**src/rtl/spi_cmd_master.sv**
```systemverilog
// spi_cmd_master: queues 24-bit command frames and ships each one as an SPI mode-0
// transaction (CPOL=0, MSB first), returning the 24-bit MISO word with a rsp_valid pulse.
// Optional build macro SPI_CMD_MASTER_FIFO_EN: command store becomes a FIFO_DEPTH-entry
// FIFO that keeps accepting while a frame is in flight; otherwise a single holding
// register that only accepts in IDLE.
module spi_cmd_master #(
  parameter int unsigned CLK_DIV    = 4,
  parameter int unsigned FIFO_DEPTH = 4
) (
  input  logic        clk,
  input  logic        reset,
  input  logic        cmd_valid,
  input  logic [23:0] cmd_data,
  output logic        cmd_ready,
  output logic        spi_cs_n,
  output logic        spi_sck,
  output logic        spi_mosi,
  input  logic        spi_miso,
  output logic        rsp_valid,
  output logic [23:0] rsp_data,
  output logic        busy
);

  typedef enum logic [2:0] {S_IDLE, S_SETUP, S_SHIFT, S_HOLD, S_GAP} state_e;

  state_e      state_q, state_d;
  logic [7:0]  cnt_q, cnt_d;
  logic [4:0]  bit_q, bit_d;      // SCK falling edges completed in this frame
  logic [23:0] tx_q, tx_d;
  logic [23:0] rx_q, rx_d;
  logic        cs_n_q, cs_n_d;
  logic        sck_q, sck_d;
  logic        mosi_q, mosi_d;
  logic        rsp_valid_q, rsp_valid_d;
  logic [23:0] rsp_data_q, rsp_data_d;

  logic        half_done;
  logic        push, pop;
  logic        store_empty;
  logic [23:0] store_word;

  assign half_done = (cnt_q == 8'(CLK_DIV - 1));
  assign push      = cmd_valid && cmd_ready;

`ifdef SPI_CMD_MASTER_FIFO_EN
  localparam int unsigned AW = $clog2(FIFO_DEPTH);

  logic [23:0]   mem_q [FIFO_DEPTH];
  logic [AW-1:0] wr_ptr_q, rd_ptr_q;
  logic [AW:0]   count_q;

  assign store_empty = (count_q == '0);
  assign store_word  = mem_q[rd_ptr_q];
  assign cmd_ready   = (count_q != (AW+1)'(FIFO_DEPTH));

  // FIFO pointers and occupancy; simultaneous push and pop leave the count unchanged.
  always_ff @(posedge clk) begin
    if (reset) begin
      wr_ptr_q <= '0;
      rd_ptr_q <= '0;
      count_q  <= '0;
    end else begin
      if (push) wr_ptr_q <= wr_ptr_q + AW'(1);
      if (pop)  rd_ptr_q <= rd_ptr_q + AW'(1);
      if (push && !pop)      count_q <= count_q + (AW+1)'(1);
      else if (pop && !push) count_q <= count_q - (AW+1)'(1);
    end
  end

  // FIFO storage write port.
  // NOTE: the storage array is deliberately not reset; entries are never read before
  // being written, so only the pointers and count need a reset value.
  always_ff @(posedge clk) begin
    if (push) mem_q[wr_ptr_q] <= cmd_data;
  end
`else
  logic [23:0] hold_q;
  logic        hold_valid_q;

  assign store_empty = !hold_valid_q;
  assign store_word  = hold_q;
  assign cmd_ready   = (state_q == S_IDLE) && !hold_valid_q;

  // Single holding register: filled by an accepted push, emptied when IDLE pops it.
  always_ff @(posedge clk) begin
    if (reset) begin
      hold_q       <= '0;
      hold_valid_q <= 1'b0;
    end else if (push) begin
      hold_q       <= cmd_data;
      hold_valid_q <= 1'b1;
    end else if (pop) begin
      hold_valid_q <= 1'b0;
    end
  end
`endif

  // Next-state and registered-output logic of the frame sequencer.
  // NOTE: every signal gets a default before the case so no path leaves one
  // unassigned, which would otherwise infer a latch.
  always_comb begin
    state_d     = state_q;
    cnt_d       = cnt_q;
    bit_d       = bit_q;
    tx_d        = tx_q;
    rx_d        = rx_q;
    cs_n_d      = cs_n_q;
    sck_d       = sck_q;
    mosi_d      = mosi_q;
    rsp_valid_d = 1'b0;
    rsp_data_d  = rsp_data_q;
    pop         = 1'b0;

    if (state_q != S_IDLE) cnt_d = half_done ? 8'd0 : cnt_q + 8'd1;

    case (state_q)
      S_IDLE: begin
        cs_n_d = 1'b1;
        sck_d  = 1'b0;
        if (!store_empty) begin
          pop     = 1'b1;
          tx_d    = store_word;
          mosi_d  = store_word[23];
          cs_n_d  = 1'b0;
          bit_d   = 5'd0;
          cnt_d   = 8'd0;
          state_d = S_SETUP;
        end
      end
      S_SETUP: begin
        if (half_done) begin
          sck_d   = 1'b1;
          rx_d    = {rx_q[22:0], spi_miso};
          state_d = S_SHIFT;
        end
      end
      S_SHIFT: begin
        if (half_done) begin
          if (sck_q) begin
            // Falling edge: present the next bit; the last bit stays on the line.
            sck_d = 1'b0;
            bit_d = bit_q + 5'd1;
            if (bit_q != 5'd23) begin
              tx_d   = {tx_q[22:0], 1'b0};
              mosi_d = tx_q[22];
            end
          end else if (bit_q == 5'd24) begin
            state_d = S_HOLD;
          end else begin
            sck_d = 1'b1;
            rx_d  = {rx_q[22:0], spi_miso};
          end
        end
      end
      S_HOLD: begin
        if (half_done) begin
          cs_n_d      = 1'b1;
          rsp_valid_d = 1'b1;
          rsp_data_d  = rx_q;
          state_d     = S_GAP;
        end
      end
      S_GAP: begin
        if (half_done) state_d = S_IDLE;
      end
      default: state_d = S_IDLE;
    endcase
  end

  // State and output registers; reset aborts any frame without a response pulse.
  // NOTE: sequential state uses non-blocking assignments so every register samples
  // pre-edge values regardless of statement order.
  always_ff @(posedge clk) begin
    if (reset) begin
      state_q     <= S_IDLE;
      cnt_q       <= '0;
      bit_q       <= '0;
      tx_q        <= '0;
      rx_q        <= '0;
      cs_n_q      <= 1'b1;
      sck_q       <= 1'b0;
      mosi_q      <= 1'b0;
      rsp_valid_q <= 1'b0;
      rsp_data_q  <= '0;
    end else begin
      state_q     <= state_d;
      cnt_q       <= cnt_d;
      bit_q       <= bit_d;
      tx_q        <= tx_d;
      rx_q        <= rx_d;
      cs_n_q      <= cs_n_d;
      sck_q       <= sck_d;
      mosi_q      <= mosi_d;
      rsp_valid_q <= rsp_valid_d;
      rsp_data_q  <= rsp_data_d;
    end
  end

  assign spi_cs_n  = cs_n_q;
  assign spi_sck   = sck_q;
  assign spi_mosi  = mosi_q;
  assign rsp_valid = rsp_valid_q;
  assign rsp_data  = rsp_data_q;
  assign busy      = (state_q != S_IDLE) || !store_empty;

endmodule

```
**config.mk**
```make
export PLATFORM = sky130hd
export DESIGN_NAME = spi_cmd_master
export DESIGN_NICKNAME = d
export VERILOG_FILES = /design/src/rtl/spi_cmd_master.sv
export SDC_FILE = /design/constraint.sdc
export NUM_CORES = 1
export LEC_CHECK = 0
export BUFFER_PORTS_ARGS = -buffer_cell sky130_fd_sc_hd__buf_2
export CORE_MARGIN = 5
export CORE_UTILIZATION = 57
export CTS_CLUSTER_SIZE = 28
export DETAILED_ROUTE_END_ITERATION = 16
export GPL_TIMING_DRIVEN = 0
export PLACE_DENSITY = 0.82
export SYNTH_ARGS = -nofsm -noshare
export SYNTH_HDL_FRONTEND = slang
export SYNTH_SLANG_ARGS = --single-unit
```
**constraint.sdc**
```tcl
create_clock -name clk -period 2.4 [get_ports clk]
set_input_delay 0.12 -clock clk [delete_from_list [all_inputs] [get_ports clk]]
set_output_delay 0.12 -clock clk [all_outputs]
set_load 0.03 [all_outputs]
```
Word-level counts from Yosys, hierarchy flattened
Index checks and enable logic that the tools add are counted.
- flip-flop bits (word level): 116
- input port bits: 28
- word-level logic and storage cells: 94
- $add $sub $neg: 2
- equal/unequal tests: 17
- muxes and demuxes: 43
- bitwise operators: 1
- reductions and logical operators: 19
- operators by type and width (operator ; count):
    24-bit two-way mux ; 4
    23-bit two-way mux ; 4
    24-bit case mux with 2 select lines ; 1
    23-bit case mux with 2 select lines ; 1
    8-bit two-way mux ; 4
    3-bit two-way mux ; 7
    2-bit != test (second input constant) ; 10
    5-bit two-way mux ; 3
    3-bit case mux with 5 select lines ; 1
    1-bit two-way mux ; 14
    5-bit case mux with 2 select lines ; 1
    5-bit AND reduction ; 2
    8-bit by 1-bit adder with 8-bit output (second input constant) ; 1
    8-bit by 2-bit == test with 1-bit output (second input constant) ; 1
    2-bit nonzero test ; 4
    7-bit AND reduction ; 1
    3-bit by 2-bit == test with 1-bit output (second input constant) ; 2
    3-bit nonzero test ; 2
    5-bit by 1-bit adder with 5-bit output (second input constant) ; 1
    5-bit == test (second input constant) ; 1
    5-bit != test (second input constant) ; 1
    1-bit case mux with 2 select lines ; 2
    2-bit AND reduction ; 2
    4-bit AND reduction ; 1
    other kinds (10) ; 11

Depth between registers and ports, before layout
Gate-level depths: netlist (run 1).
- word-level depth: 5
- gate-level depth with buffers: 9
- depth with buffers taken out: 6

Least setup slack after synthesis (run 1)
No wires, ideal clock.
- kind: flip-flop to flip-flop
- start: register cnt_q[0]
- end: register rsp_data_q[10] (netlist: rsp_data[10])
- arrival: 2008 ps
- slack: 264 ps
- cell stages (with the launch flop): 8
- clock period less this slack: 2136 ps
- cell sequence: dfxtp_1 > ha_1 > or4b_4 > or4_4 > buf_6 > buf_6 > mux2i_1 > nor2_1
- word-level cells in the longest chain between the ends: 2
- RTL lines (element ; RTL line ; RTL):
    start, declared ; 27 ; logic [7:0] cnt_q, cnt_d;
    start signal, assigned ; 187 ; cnt_q <= cnt_d;
    8-bit by 2-bit == test with 1-bit output ; 42 ; assign half_done = (cnt_q == 8'(CLK_DIV - 1));
    2-bit AND reduction (no source line) ; n/a ;
    end signal, assigned ; 195 ; rsp_data_q <= rsp_data_d;
    end, declared ; 35 ; logic [23:0] rsp_data_q, rsp_data_d;
Every way passes these cells.
A chain may end at the register's enable or synchronous reset.

Final worst setup path (run 1)
- start: register cnt_q[0]
- end: register rsp_data_q[14] (netlist: rsp_data[14])
The elaborated chain is that of the path after synthesis.

==> results of run 1 <==
[layer usage]
layer | vias up | track usage | wire, um
met5 | - | 0 | 0
met3 | 32 | 0.0585 | 626
met1 | 2029 | 0.289 | 4990
met2 | 139 | 0.421 | 6060
li1 | 2009 | - | -
met4 | 0 | 0.117 | 282
[path summary, 6_finish.rpt]
kind	end	slack (ps)
worst min-delay path	hold_q[1]	70
worst max register to register	rsp_data[14]	100
worst min register to register	hold_q[11]	460
worst max-delay path	rsp_data[14]	100
[repair_timing]
action | 4_1_cts | 5_1_grt
hold endpoints to repair | 25 | 0
buffers inserted | 0 | 0
endpoints found under the setup margin | 20 | 58
hold buffers | 25 | 0
resized for setup | 4 | 17
[report_power, final]
group | total, W | switching [W] | leakage [nW] | internal [W]
clock network | 0.00237 | 0.000930 | 0.260 | 0.00144
registers | 0.00206 | 0.0000517 | 0.942 | 0.00201
logic | 0.000444 | 0.000270 | 1.24 | 0.000174
total | 0.00488 | 0.00125 | 2.44 | 0.00362
[cell type report]
type                       count  area (um^2)  area share
buffer                        42          209      0.0347
clock buffer                  19          442      0.0734
clock inverter                13          124      0.0206
inverter                       7         26.3     0.00437
multi-input combinational    344         2230       0.371
sequential                   116         2320       0.386
tap                          105          131      0.0218
timing repair buffer          81          531      0.0882
[cell families (layout without fill, tap and decap cells)]
kind of cell,after synthesis,in the layout,share of synthesized area
DFF,116,116,0.490
and+or+nand+nor,159,159,0.153
xor gates and xnor gates,2,2,0.00370
AOI/OAI and AO/OA,108,108,0.146
muxes,72,72,0.152
adders and majority gates,3,3,0.00792
buffers and inverters,49,162,0.0470
[state kept, by name, indices dropped and copies added, names as in the netlist, 3 cells and up]
name and cells:
hold_q 24, rsp_data 24, rx_q 24, tx_q 23
cnt_q 8, bit_q 5, state_q 3
[cell usage in the layout, fill, tap and decap left out, types with 3 or more instances in the layout]
cell type      Yosys  final
dfxtp_1          116    116
nand2b_1           3      3
a21oi_1           57     57
a31oi_1            3      3
nand3_1           11     11
clkinvlp_4         0      6
nand2_1           85     85
mux2i_1           72     72
clkbuf_8           0      3
nor2_1            32     32
clkbuf_16          0     16
o21ai_0            3      3
clkbuf_2           0     10
buf_6              3      3
o21ai_1            3      3
or3_1              6      6
inv_6              0      4
inv_1              6      6
a311oi_1          25     25
clkbuf_1          30     20
dlygate4sd3_1      0     25
buf_2              7     63
[worst max-delay path, delay by kind of cell (launching register included)]
kind          cells  cell delay [ps]
fa+ha+maj         1              200
buf+inv           2              320
flops             1              430
mux               1              170
simple gates      3             1050
[per-stage QoR]
| step | cells | total power [W] | hold slack, ps | utilization | setup TNS [ps] |
|---|---|---|---|---|---|
| finish | 727 | 0.00488 | 69.8 | 0.736 | 0 |
| global route | 727 | 0.00505 | 127 | 0.736 | 0 |
| CTS | 727 | 0.00488 | 53.9 | 0.731 | 0 |
| detailed placement | 670 | 0.00249 | 369 | 0.630 | -813 |
| global placement | 670 | 0.00248 | 362 | 0.630 | -222 |
| floorplan | 509 | 0.00237 | 256 | - | 0 |
==> metrics.txt, run 1 <==
Startpoint Class=flip-flop; Die Y=101 um; # IOs=58; initial antenna violation count=0; row count=33; global placement routability congestion=0.891; DRC=0; TritonCTS Buffers=17; crit path DAT=2690 ps; number of maximum-capacitance violations=0; worst-case clock buffer depth=2; Iteration-0 DRC Markers=291; Mapped Nets=540; final cell area excluding filler cells=6010 um^2; Worst-Skew Late Latency=520 ps; Max H-tree Level=4; skew final=12.0 ps; share of cells above drive strength 1=0.195; area added between synthesis and finish=26.8%; Synth Register Bits=116; Synth Warn #=0; total core area=8180 um^2; critical path's largest stage delay=500 ps; Final ANT Viol Nets=0; reg2reg path depth=7; Final min period=2300 ps; gr usage total=0.245; final hold violations=0; Pleak=2.44 nW; PnR worst setup slack=96.2 ps; synth top area cells=dfxtp_1, mux2i_1, nand2_1; Initial Util=0.580; via count=4209; Total Wirelength=12.0 mm; Final Setup Violations=0; drt wl/cell=16.5 um; vias in the first global route=4286; Post-synth EDFFs=0; Syn Inst Count=509; Hold Path Depth=4; sequential share of the synthesized area=0.490; Die ar.=10200 um^2; CP Capture Type=flip-flop; Clock transition at path regs=60 ps; Netlist cell types=47; port buffer count=56; CP required=2780 ps; first-pass GRT wire length=20.0 mm; RSZ-0062 raised after global routing=false; FF-to-FF Start=cnt_q[0]; top cell type by total area after synthesis=dfxtp_1; Die Wd=101 um; largest net degree at the start of global routing=17; Final period util=0.960; Async SR Flop Fraction=0; Mapped Avg Cell Area=9.31 um^2; Post-DP HPWL=7.58 mm; TritonCTS Sinks=116; most frequent cell after synthesis=dfxtp_1; # nets final=640; Peak Freq=434 MHz; top cell type's share of synthesized area=0.490; via/cell ratio=5.79; Power per Cell Area=811 nW/um^2; Max rail drop VDD=0.707 mV; Fillers=562; grt ovf=0; worst hold path class=input pin to flip-flop; status=finished clean; Crit Path Category=flip-flop to flip-flop; hold path start=cmd_valid; crit path from=cnt_q[0]; most frequent cells after synthesis=dfxtp_1, nand2_1, mux2i_1; root buf cell=clkbuf_8; Setup WS pre-CTS=-58.8 ps; Synth Cell Area=4740 um^2; Pins Over Slew Limit=0; TritonCTS clock tree=done; Area after DPL=5150 um^2; Worst path slowest cell=or4b_4; Pre-antenna DRT Iters=6; Worst-Margin Slew=529 ps; Antenna Cells=0; worst path cell trace=ha_4, or4b_4, or4_4, buf_6, buf_6, mux2i_1, nor2_1; cell mode on critical path=buf_6; worst rel slew slack=0.647; top_reg_cell synth=dfxtp_1; Worst Path Max Fanout=10
Power figures use the tool's default switching activity.
==> inputs of run 2 (changes only) <==
--- a/config.mk
+++ b/config.mk
@@ -7,11 +7,11 @@
 export LEC_CHECK = 0
 export BUFFER_PORTS_ARGS = -buffer_cell sky130_fd_sc_hd__buf_2
 export CORE_MARGIN = 5
-export CORE_UTILIZATION = 57
+export CORE_UTILIZATION = 55
 export CTS_CLUSTER_SIZE = 28
 export DETAILED_ROUTE_END_ITERATION = 16
 export GPL_TIMING_DRIVEN = 0
-export PLACE_DENSITY = 0.82
+export PLACE_DENSITY = 0.8
 export SYNTH_ARGS = -nofsm -noshare
 export SYNTH_HDL_FRONTEND = slang
 export SYNTH_SLANG_ARGS = --single-unit
==> constraint.sdc (replaced) <==
create_clock -name clk -period 2.2 [get_ports clk]
set_input_delay 0.11 -clock clk [delete_from_list [all_inputs] [get_ports clk]]
set_output_delay 0.11 -clock clk [all_outputs]
set_load 0.03 [all_outputs]
==> run 2 against run 1 <==
Clock skew decreased by 2.6 ps. Cell area up 1.2%. Highest routed layer unchanged. Clock power grew 8%. Die area increased by 3.3%. Non-clock buffer count is 3 higher. First-iteration DRC count decreased by 12%. Power grew 8.9%. Largest cell class unchanged.
==> metrics.txt, run 2 (synthesized netlist as in run 1, its figures left out) <==
Int Power=0.00393 W; Post-DP HPWL=7.45 mm; part of the power in registers=0.424; initial antenna violation count=0; NetSw=0.00138 W; Crit Path Category=flip-flop to flip-flop; CP required=2600 ps; global placement routability congestion=0.866; worst rel slew slack=0.609; Setup WS pre-CTS=-269 ps; first-pass GRT wire length=19.3 mm; vias in the first global route=4092; area added between synthesis and finish=28.4%; Startpoint Class=flip-flop; gr usage total=0.233; # nets final=643; Worst-Margin Slew=587 ps; Pre-antenna DRT Iters=5; Pleak=2.48 nW; Worst-Skew Late Latency=520 ps; drt wl/cell=16.3 um; skew final=9.33 ps; fin cells=730; Switching Fraction=0.259; crit path DAT=2540 ps; share of cells above drive strength 1=0.214; WHS=73.0 ps; Worst path slowest cell=or4b_4; row count=33; number of maximum-capacitance violations=0; Max H-tree Level=4; CP Capture Type=flip-flop; Die ar.=10600 um^2; Iteration-0 DRC Markers=257; port buffer count=56; Final ANT Viol Nets=0; grt ovf=0; Design Power=0.00531 W; worst path cell trace=ha_4, or4b_4, or4_4, buf_12, buf_8, mux2i_2, nor2_1; Worst Path Max Fanout=10; via count=4170; DRC=0; worst hold path class=input pin to flip-flop; critical path's largest stage delay=490 ps; Final period util=0.973; Final min period=2140 ps; total core area=8300 um^2; root buf cell=clkbuf_8; worst-case clock buffer depth=2; Total Wirelength=11.9 mm; Max rail drop VDD=0.606 mV; PnR worst setup slack=60.4 ps; # IOs=58; Clock transition at path regs=60 ps; Pins Over Slew Limit=0; TritonCTS Sinks=116; status=finished clean; commonest non-fill, non-tap cell in the layout=dfxtp_1; TritonCTS Buffers=17; Initial Util=0.571; most frequent cells in the layout=dfxtp_1, nand2_1, mux2i_1; largest net degree at the start of global routing=17; Clk pwr share=0.481; TritonCTS clock tree=done; Power per Cell Area=872 nW/um^2; Final Setup Violations=0; Comb power frac=0.095; Die Y=103 um; via/cell ratio=5.71; Peak Freq=467 MHz; dpl cells=670; Die Wd=103 um; Antenna Cells=0; final hold violations=0
run 2: final timing paths:
path,to,cells after the start,from,slack [ps]
setup reg to reg,rsp_data[11],7,cnt_q[1],60
hold reg to reg,hold_q[21],2,hold_q[21],450
hold / removal,hold_q[2],4,cmd_valid,70
setup / recovery,rsp_data[11],7,cnt_q[1],60
run 2: metrics by stage:
| stage | utilization | setup TNS [ps] | area, um^2 |
|---|---|---|---|
| 2_1_floorplan | - | 0 | 4740 |
| 3_3_place_gp | 0.621 | -4710 | 5150 |
| 3_5_place_dp | 0.621 | -6690 | 5150 |
| 4_1_cts | 0.722 | 0 | 5990 |
| 5_1_grt | 0.734 | -22.6 | 6090 |
| 6_report | 0.734 | 0 | 6090 |
run 2: metal layers:
metal  global-route usage  wire length [um]  vias to the layer above  share of wire
li1                     -                 -                     2018              -
met4               0.0946               254                        0          0.021
met2                0.400              5880                      136           0.49
met1                0.278              5080                     1992           0.43
met5                    0                 0                        -              0
met3               0.0602               673                       24          0.057
run 2: area by class of cell:
cell class              instances  area [um^2]
fillers                       559         2210
flip-flops and latches        116         2330
clock buffers                  18          428
clock inverters                14          126
well taps                     105          131
plain buffers                  39          223
multi-input cells             344         2250
inverters                       7         26.3
repair buffers                 87          576
run 2: critical path: cells and delay by family, from the launching register on:
kind | cells | cell delay [ps]
and+or+nand+nor | 3 | 1000
DFF | 1 | 370
buffers and inverters | 2 | 310
muxes | 1 | 190
adders and majority gates | 1 | 150
run 2: what timing repair did:
| action | in CTS | in global routing |
|---|---|---|
| setup endpoints to repair | 64 | 88 |
| gates resized for setup | 14 | 23 |
| pin swaps | 1 | 3 |
| buffers inserted | 0 | 6 |
| hold endpoints to repair | 25 | 0 |
| hold buffers | 25 | 0 |
run 2: power by group through the flow:
stage / combinational (W) / clock [W] / sequential [W]
after floorplan: 0.000307 / 0 / 0.00228
after global placement: 0.000415 / 0 / 0.00229
after detailed placement: 0.000432 / 0 / 0.00229
after CTS: 0.000478 / 0.00256 / 0.00225
after global routing: 0.000554 / 0.00268 / 0.00226
final: 0.000502 / 0.00255 / 0.00225
